File: config.mk
export PLATFORM = sky130hd
export DESIGN_NAME = ula_arbiter
export DESIGN_NICKNAME = d
export VERILOG_FILES = /design/src/rtl/ula_arbiter.sv
export SDC_FILE = /design/constraint.sdc
export NUM_CORES = 1
export LEC_CHECK = 0
export ABC_AREA = 1
export CAP_MARGIN = 20
export CORE_MARGIN = 2
export CORE_UTILIZATION = 39
export CTS_CLUSTER_SIZE = 25
export DETAILED_ROUTE_END_ITERATION = 16
export PLACE_DENSITY = 0.86
export SLEW_MARGIN = 10
export SYNTH_ARGS = -nofsm -noshare
export SYNTH_HDL_FRONTEND = slang
export SYNTH_SLANG_ARGS = --single-unit
File: constraint.sdc
create_clock -name clk -period 1.8 [get_ports clk]
set_input_delay 0.36 -clock clk [delete_from_list [all_inputs] [get_ports clk]]
set_output_delay 0.36 -clock clk [all_outputs]
set_load 0.005 [all_outputs]
File: src/rtl/ula_arbiter.sv
// Two-requester round-robin front end for the shared combinational ULA.
// Issues one op at a time and returns its result on a valid/ready channel.
module ula_arbiter #(
    parameter int unsigned N = 8
) (
    input  logic         clk,
    input  logic         rst,
    input  logic         req0,
    input  logic [N-1:0] A0,
    input  logic [N-1:0] B0,
    input  logic [2:0]   op0,
    output logic         gnt0,
    input  logic         req1,
    input  logic [N-1:0] A1,
    input  logic [N-1:0] B1,
    input  logic [2:0]   op1,
    output logic         gnt1,
    output logic [N-1:0] ula_A,
    output logic [N-1:0] ula_B,
    output logic [2:0]   ula_selec,
    output logic         ula_en,
    input  logic [N:0]   ula_S,
    output logic         rsp_valid,
    input  logic         rsp_ready,
    output logic [N:0]   rsp_data,
    output logic         rsp_id,
    output logic         rsp_err
);
    typedef enum logic [1:0] {IDLE, EXEC, ERR, RESP} state_t;

    localparam logic [2:0] OP_RSVD = 3'b111;

    state_t         state;
    logic           last_grant;

    logic           any_req_c;
    logic           win_c;
    logic [N-1:0]   win_a_c;
    logic [N-1:0]   win_b_c;
    logic [2:0]     win_op_c;

    // Winner selection: on contention the requester not granted last time wins.
    always_comb begin
        any_req_c = req0 | req1;
        win_c     = (req0 & req1) ? ~last_grant : req1;
        win_a_c   = win_c ? A1 : A0;
        win_b_c   = win_c ? B1 : B0;
        win_op_c  = win_c ? op1 : op0;
    end

    always_ff @(posedge clk or posedge rst) begin
        if (rst) begin
            state      <= IDLE;
            last_grant <= 1'b1;
            gnt0       <= 1'b0;
            gnt1       <= 1'b0;
            ula_A      <= '0;
            ula_B      <= '0;
            ula_selec  <= '0;
            ula_en     <= 1'b0;
            rsp_valid  <= 1'b0;
            rsp_data   <= '0;
            rsp_id     <= 1'b0;
            rsp_err    <= 1'b0;
        end else begin
            gnt0 <= 1'b0;
            gnt1 <= 1'b0;
            case (state)
                IDLE: begin
                    if (any_req_c) begin
                        ula_A      <= win_a_c;
                        ula_B      <= win_b_c;
                        ula_selec  <= win_op_c;
                        gnt0       <= ~win_c;
                        gnt1       <= win_c;
                        last_grant <= win_c;
                        rsp_id     <= win_c;
                        // Reserved opcode bypasses the ULA entirely.
                        if (win_op_c == OP_RSVD) begin
                            state <= ERR;
                        end else begin
                            ula_en <= 1'b1;
                            state  <= EXEC;
                        end
                    end
                end
                EXEC: begin
                    rsp_data  <= ula_S;
                    rsp_err   <= 1'b0;
                    rsp_valid <= 1'b1;
                    ula_en    <= 1'b0;
                    state     <= RESP;
                end
                ERR: begin
                    rsp_data  <= '0;
                    rsp_err   <= 1'b1;
                    rsp_valid <= 1'b1;
                    state     <= RESP;
                end
                RESP: begin
                    if (rsp_ready) begin
                        rsp_valid <= 1'b0;
                        state     <= IDLE;
                    end
                end
                default: state <= IDLE;
            endcase
        end
    end
endmodule

Yosys cells after proc, flatten, opt, wreduce, memory -nomap -nowiden:

Cells that the tools add are included.

* word-level logic and storage cells: 51
* register bits after elaboration: 37
* output and inout bits: 34
* input port bits: 52

* reductions and logical operators: 9
* mux-type cells: 19
* equality and inequality tests: 7
* bitwise gates (word level): 4

Operator list (count)
* 9-bit one-hot mux with 2 select lines: 1
* 8-bit two-way mux: 2
* 1-bit two-way mux: 8
* 2-bit two-way mux: 3
* 2-bit != test, second input constant: 3
* 1-bit one-hot mux with 2 select lines: 3
* 2-bit one-hot mux with 3 select lines: 1
* 2-bit AND reduction: 3
* 2-bit nonzero test: 3
* 2-bit == test, second input constant: 2
* 3-bit == test, second input constant: 1
* 3-bit two-way mux: 1
* 3-bit AND reduction: 1
* 2-bit by 1-bit == test with 1-bit output, second input constant: 1
* 2-bit logical NOT: 1
* 1-bit NOT: 2
* 2-bit OR reduction: 1
* 1-bit bitwise AND: 1
* 1-bit OR: 1

Depth between registers and ports, before layout:

* depth in word-level cells: 7
* mapped depth: 10
* depth with buffers taken out: 9

Least setup slack after synthesis:

Ideal clock, no wire load.

* path kind: register -> register
* start point: reg state[0]
* end point: reg ula_selec[2]
* library setup time: 126 ps
* clock period less this slack: 1384 ps
* arrival time: 1258 ps
* data required time: 1674 ps
* path buffers: 1
* cell stages (with the launch flop): 9
* path slack: 416 ps
* cell sequence: dfrtp_1 -> inv_1 -> ha_1 -> inv_1 -> nor2_4 -> inv_2 -> buf_2 -> nand2_1 -> o21ai_0

* word-level cells in the longest chain between the ends: 2

RTL lines
* start, declared: line 33 `state_t state;`
* start signal, assigned: line 53 `state <= IDLE;`
* start signal, assigned: line 80 `state <= ERR;`
* start signal, assigned: line 83 `state <= EXEC;`
* 2-bit logical NOT: line 68 `case (state)`
* 2-bit AND reduction (no line)
* end signal, assigned: line 73 `ula_selec <= win_op_c;`
* end, declared: line 20 `output logic [2:0] ula_selec,`

Every way passes these cells.
A chain may end at the register's enable or synchronous reset.

Final worst setup path:

* start point: reg ula_B[1]
* end point: out ula_B[1]

RTL lines
* start, declared: line 19 `output logic [N-1:0] ula_B,`
* start signal, assigned: line 72 `ula_B <= win_b_c;`

No word-level cell between the ends.

==> flow_summary.yaml <==
outcome:
  status: "finished clean"
synthesis:
  synth_fa_ha_area_share_pct: 3.02
  synth_edf_count: 0
  ys_async_sr_fraction_pct: 100
  yosysWarningCount: 0
  synth_top_family_by_area: "simple AND/OR/NAND/NOR gates"
  synth_xor_area_share_pct: 0
  syn_area_sq_mm: 0.00166
  synth.distinct_cells: 21
  ys_seq_elements: 37
  synthCells: 185
  ys_seq_area_share_pct: 55.9
  syn_area_per_cell_sq_um: 8.97
  synth_compound_area_share_pct: 16.5
  synth_ff_type: "dfrtp_1"
  synth_fp_nets: 241
  muxShareOfSynthArea_pct: 0
  synth-simple-area-share_pct: 18.9
drt:
  drtPass1Iterations: 4
  drt-wirelength-per-cell_um: 13.1
  ant_nets: 0
  num_vias: 1623
  vias_per_cell: 4.95
  drc_errors: 0
  drtIter0Drc: 127
  routed_wl_mm: 4.30
placement:
  portBuffers: 85
  dp.cells: 320
  gp_congestion: 0.792
  detailed_place_hpwl_mm: 3.26
sta:
  timing.final.crit_period_ns: 1.53
  slew_violations: 0
  max_slew_margin_pct: 73.7
  tns_ns: 0
  finalSetupViolCount: 0
  period_share_pct: 84.8
  rsz0062_at_grt: "false"
  worst_pin_slew_ns: 0.393
  fin_skew_ns: 0.00777
  hold_viol: 0
  fmax_mhz: 655
floorplan:
  fp.dieArea_sq_mm: 0.00479
  rows: 23
  start_util_pct: 40.9
  die_h_um: 69.2
  coreArea_sq_mm: 0.00406
  ioPinCount: 86
  fp.dieW_um: 69.2
clock_network:
  clk_pin_slew_ns: 0.07
  root_buffer: "clkbuf_8"
  cts_inserted_buffers: 5
  ctsHoldBuffers: 0
  clock-sinks: 37
  cts_resized: 0
  cts_buffer_depth: 2
  cts_tree: "built"
  post_cts_buffers: 0
  clock_latency_ns: 0.28
  cts_htree_levels: 2
grt:
  grt_pass1_vias: 1620
  grt_pass1_wl_mm: 7.20
  gr-usage-all-layers_pct: 18.8
  grt_max_degree: 38
  gr-total-overflow: 0
  antenna_found_initial: 0
power:
  p_leak_uw: 0.00123
  p_clk_share_pct: 13.7
  comb_power_share_pct: 51.3
  power_uw: 4250
  power_switching_uw: 1470
  internal_power_uw: 2780
  seqPwrFrac_pct: 35.0
  ir_drop_mv: 0.894
  p_sw_share_pct: 34.6
  p_per_area_mw_per_mm2: 1580
layout:
  fin_util_pct: 66.3
  fill_cells: 343
  antenna_cells: 0
  drive_gt1_share_pct: 7.91
  nets: 333
  finalNonFillerCells: 328
  final_common_cell: "clkdlybuf4s50_1"
  mostFrequentLayoutCells: "clkdlybuf4s50_1, nand2_1, dfrtp_1"
  syn2layout_area_growth_pct: 62.1
worst_setup_path:
  critPathBufInv: 1
  arrival_ns: 1.17
  setup.worst_path.start: "ula_B[1]"
  r2r-start: "state[0]"
  rr_endpoint: "ula_selec[0]"
  end_kind: "primary output"
  crit_type: "reg2out"
  critPathSlowestCell: "clkdlybuf4s50_1"
  cp.required_ns: 1.44
  worst-path-max-fanout: 2
  path_depth: 1
  reg2reg_slack_ns: 0.30
  worstRegToRegCells: 6
  worst_path_largest_cell_delay_ns: 0.53
  worstSetupStartpointType: "register"
  path_cells: "clkdlybuf4s50_1"
  critPathTopFamily: "buffers and inverters"
  endpoint: "ula_B[1]"
hold_path:
  hp-class: "in2async"
flow_run:
  maxCapViolCount: 0
## per-layer routing
metal	share of wire, %	routed length [um]	GRT usage [%]
met1	41	1750	22.6
met2	51	2210	31.4
met3	6.5	281	6.40
met4	1.5	65	6.54
met5	0	0	0
## metrics by stage
| step | hold slack (ns) | setup slack, ns | area, sq um |
|---|---|---|---|
| 6_report | 0.424 | 0.274 | 2690 |
| 5_1_grt | 0.449 | 0.131 | 2690 |
| 4_1_cts | 0.425 | 0.265 | 2690 |
| 3_5_place_dp | 0.466 | 0.00245 | 2600 |
| 3_3_place_gp | 0.460 | 0.0600 | 2600 |
| 2_1_floorplan | 0.443 | 0.416 | 1660 |
## flip-flops by register name, summed over array words and instances (netlist names)
| signal | count |
|---|---|
| gnt1 | 1 |
| rsp_id | 1 |
| ula_B | 8 |
| rsp_data | 9 |
| ula_en | 1 |
| gnt0 | 1 |
| last_grant | 1 |
| ula_selec | 3 |
| rsp_err | 1 |
| ula_A | 8 |
| rsp_valid | 1 |
| state | 2 |
## logic make-up after synthesis
| logic type | after synthesis |
|---|---|
| and+or+nand+nor | 74 |
| AOI/OAI and AO/OA | 48 |
| adders and majority gates | 4 |
| buffers and inverters | 22 |
| DFF | 37 |
## power by group through the flow
stage	logic [uW]	clock network, uW	registers, uW
after floorplan	992	0	1500
after global placement	2100	0	1470
after detailed placement	2190	0	1500
after CTS	2210	595	1490
after global routing	2430	630	1540
final	2180	580	1490
## cell type report
type                            instances  area (sq um)  area share (%)
Timing Repair Buffer                   92           916            34.1
Multi-Input combinational cell        126           637            23.7
Tap cell                               50          62.6            2.33
Clock buffer                            8          90.1            3.35
Inverter                               15          56.3            2.09
Sequential cell                        37           927            34.5
## worst min-delay path by stage
| stage | start | endpoint | slack, ns | depth (start not counted) |
|---|---|---|---|---|
| after floorplan | last_grant | last_grant | 0.44 | 2 |
| after global placement | rsp_id | rsp_id | 0.46 | 2 |
| after detailed placement | last_grant | last_grant | 0.47 | 2 |
| after CTS | rst | rsp_data[0] | 0.43 | 3 |
| after global routing | rst | rsp_data[5] | 0.45 | 3 |
| final | rst | rsp_err | 0.42 | 3 |
## synth_stat cells (2+ instances only)
master / number / share of area (%)
o21ai_0: 23 / 6.9
nor2_2: 2 / 0.75
dfrtp_1: 36 / 54
buf_2: 4 / 1.2
nor2_1: 22 / 5.0
nand2_1: 39 / 8.8
a21oi_1: 2 / 0.60
a22o_1: 9 / 4.8
ha_1: 4 / 3.0
nand3b_1: 2 / 0.90
inv_1: 13 / 2.9
nand2_2: 4 / 1.5
o21ai_1: 14 / 4.2
clkbuf_1: 2 / 0.45
nand3_1: 3 / 0.90
## worst min-delay path, stage by stage
cell	delay, ns
clkdlybuf4s50_1	0.39
inv_1	0.09
buf_12	0.22
Note: power is estimated with default switching activity, not from simulation.
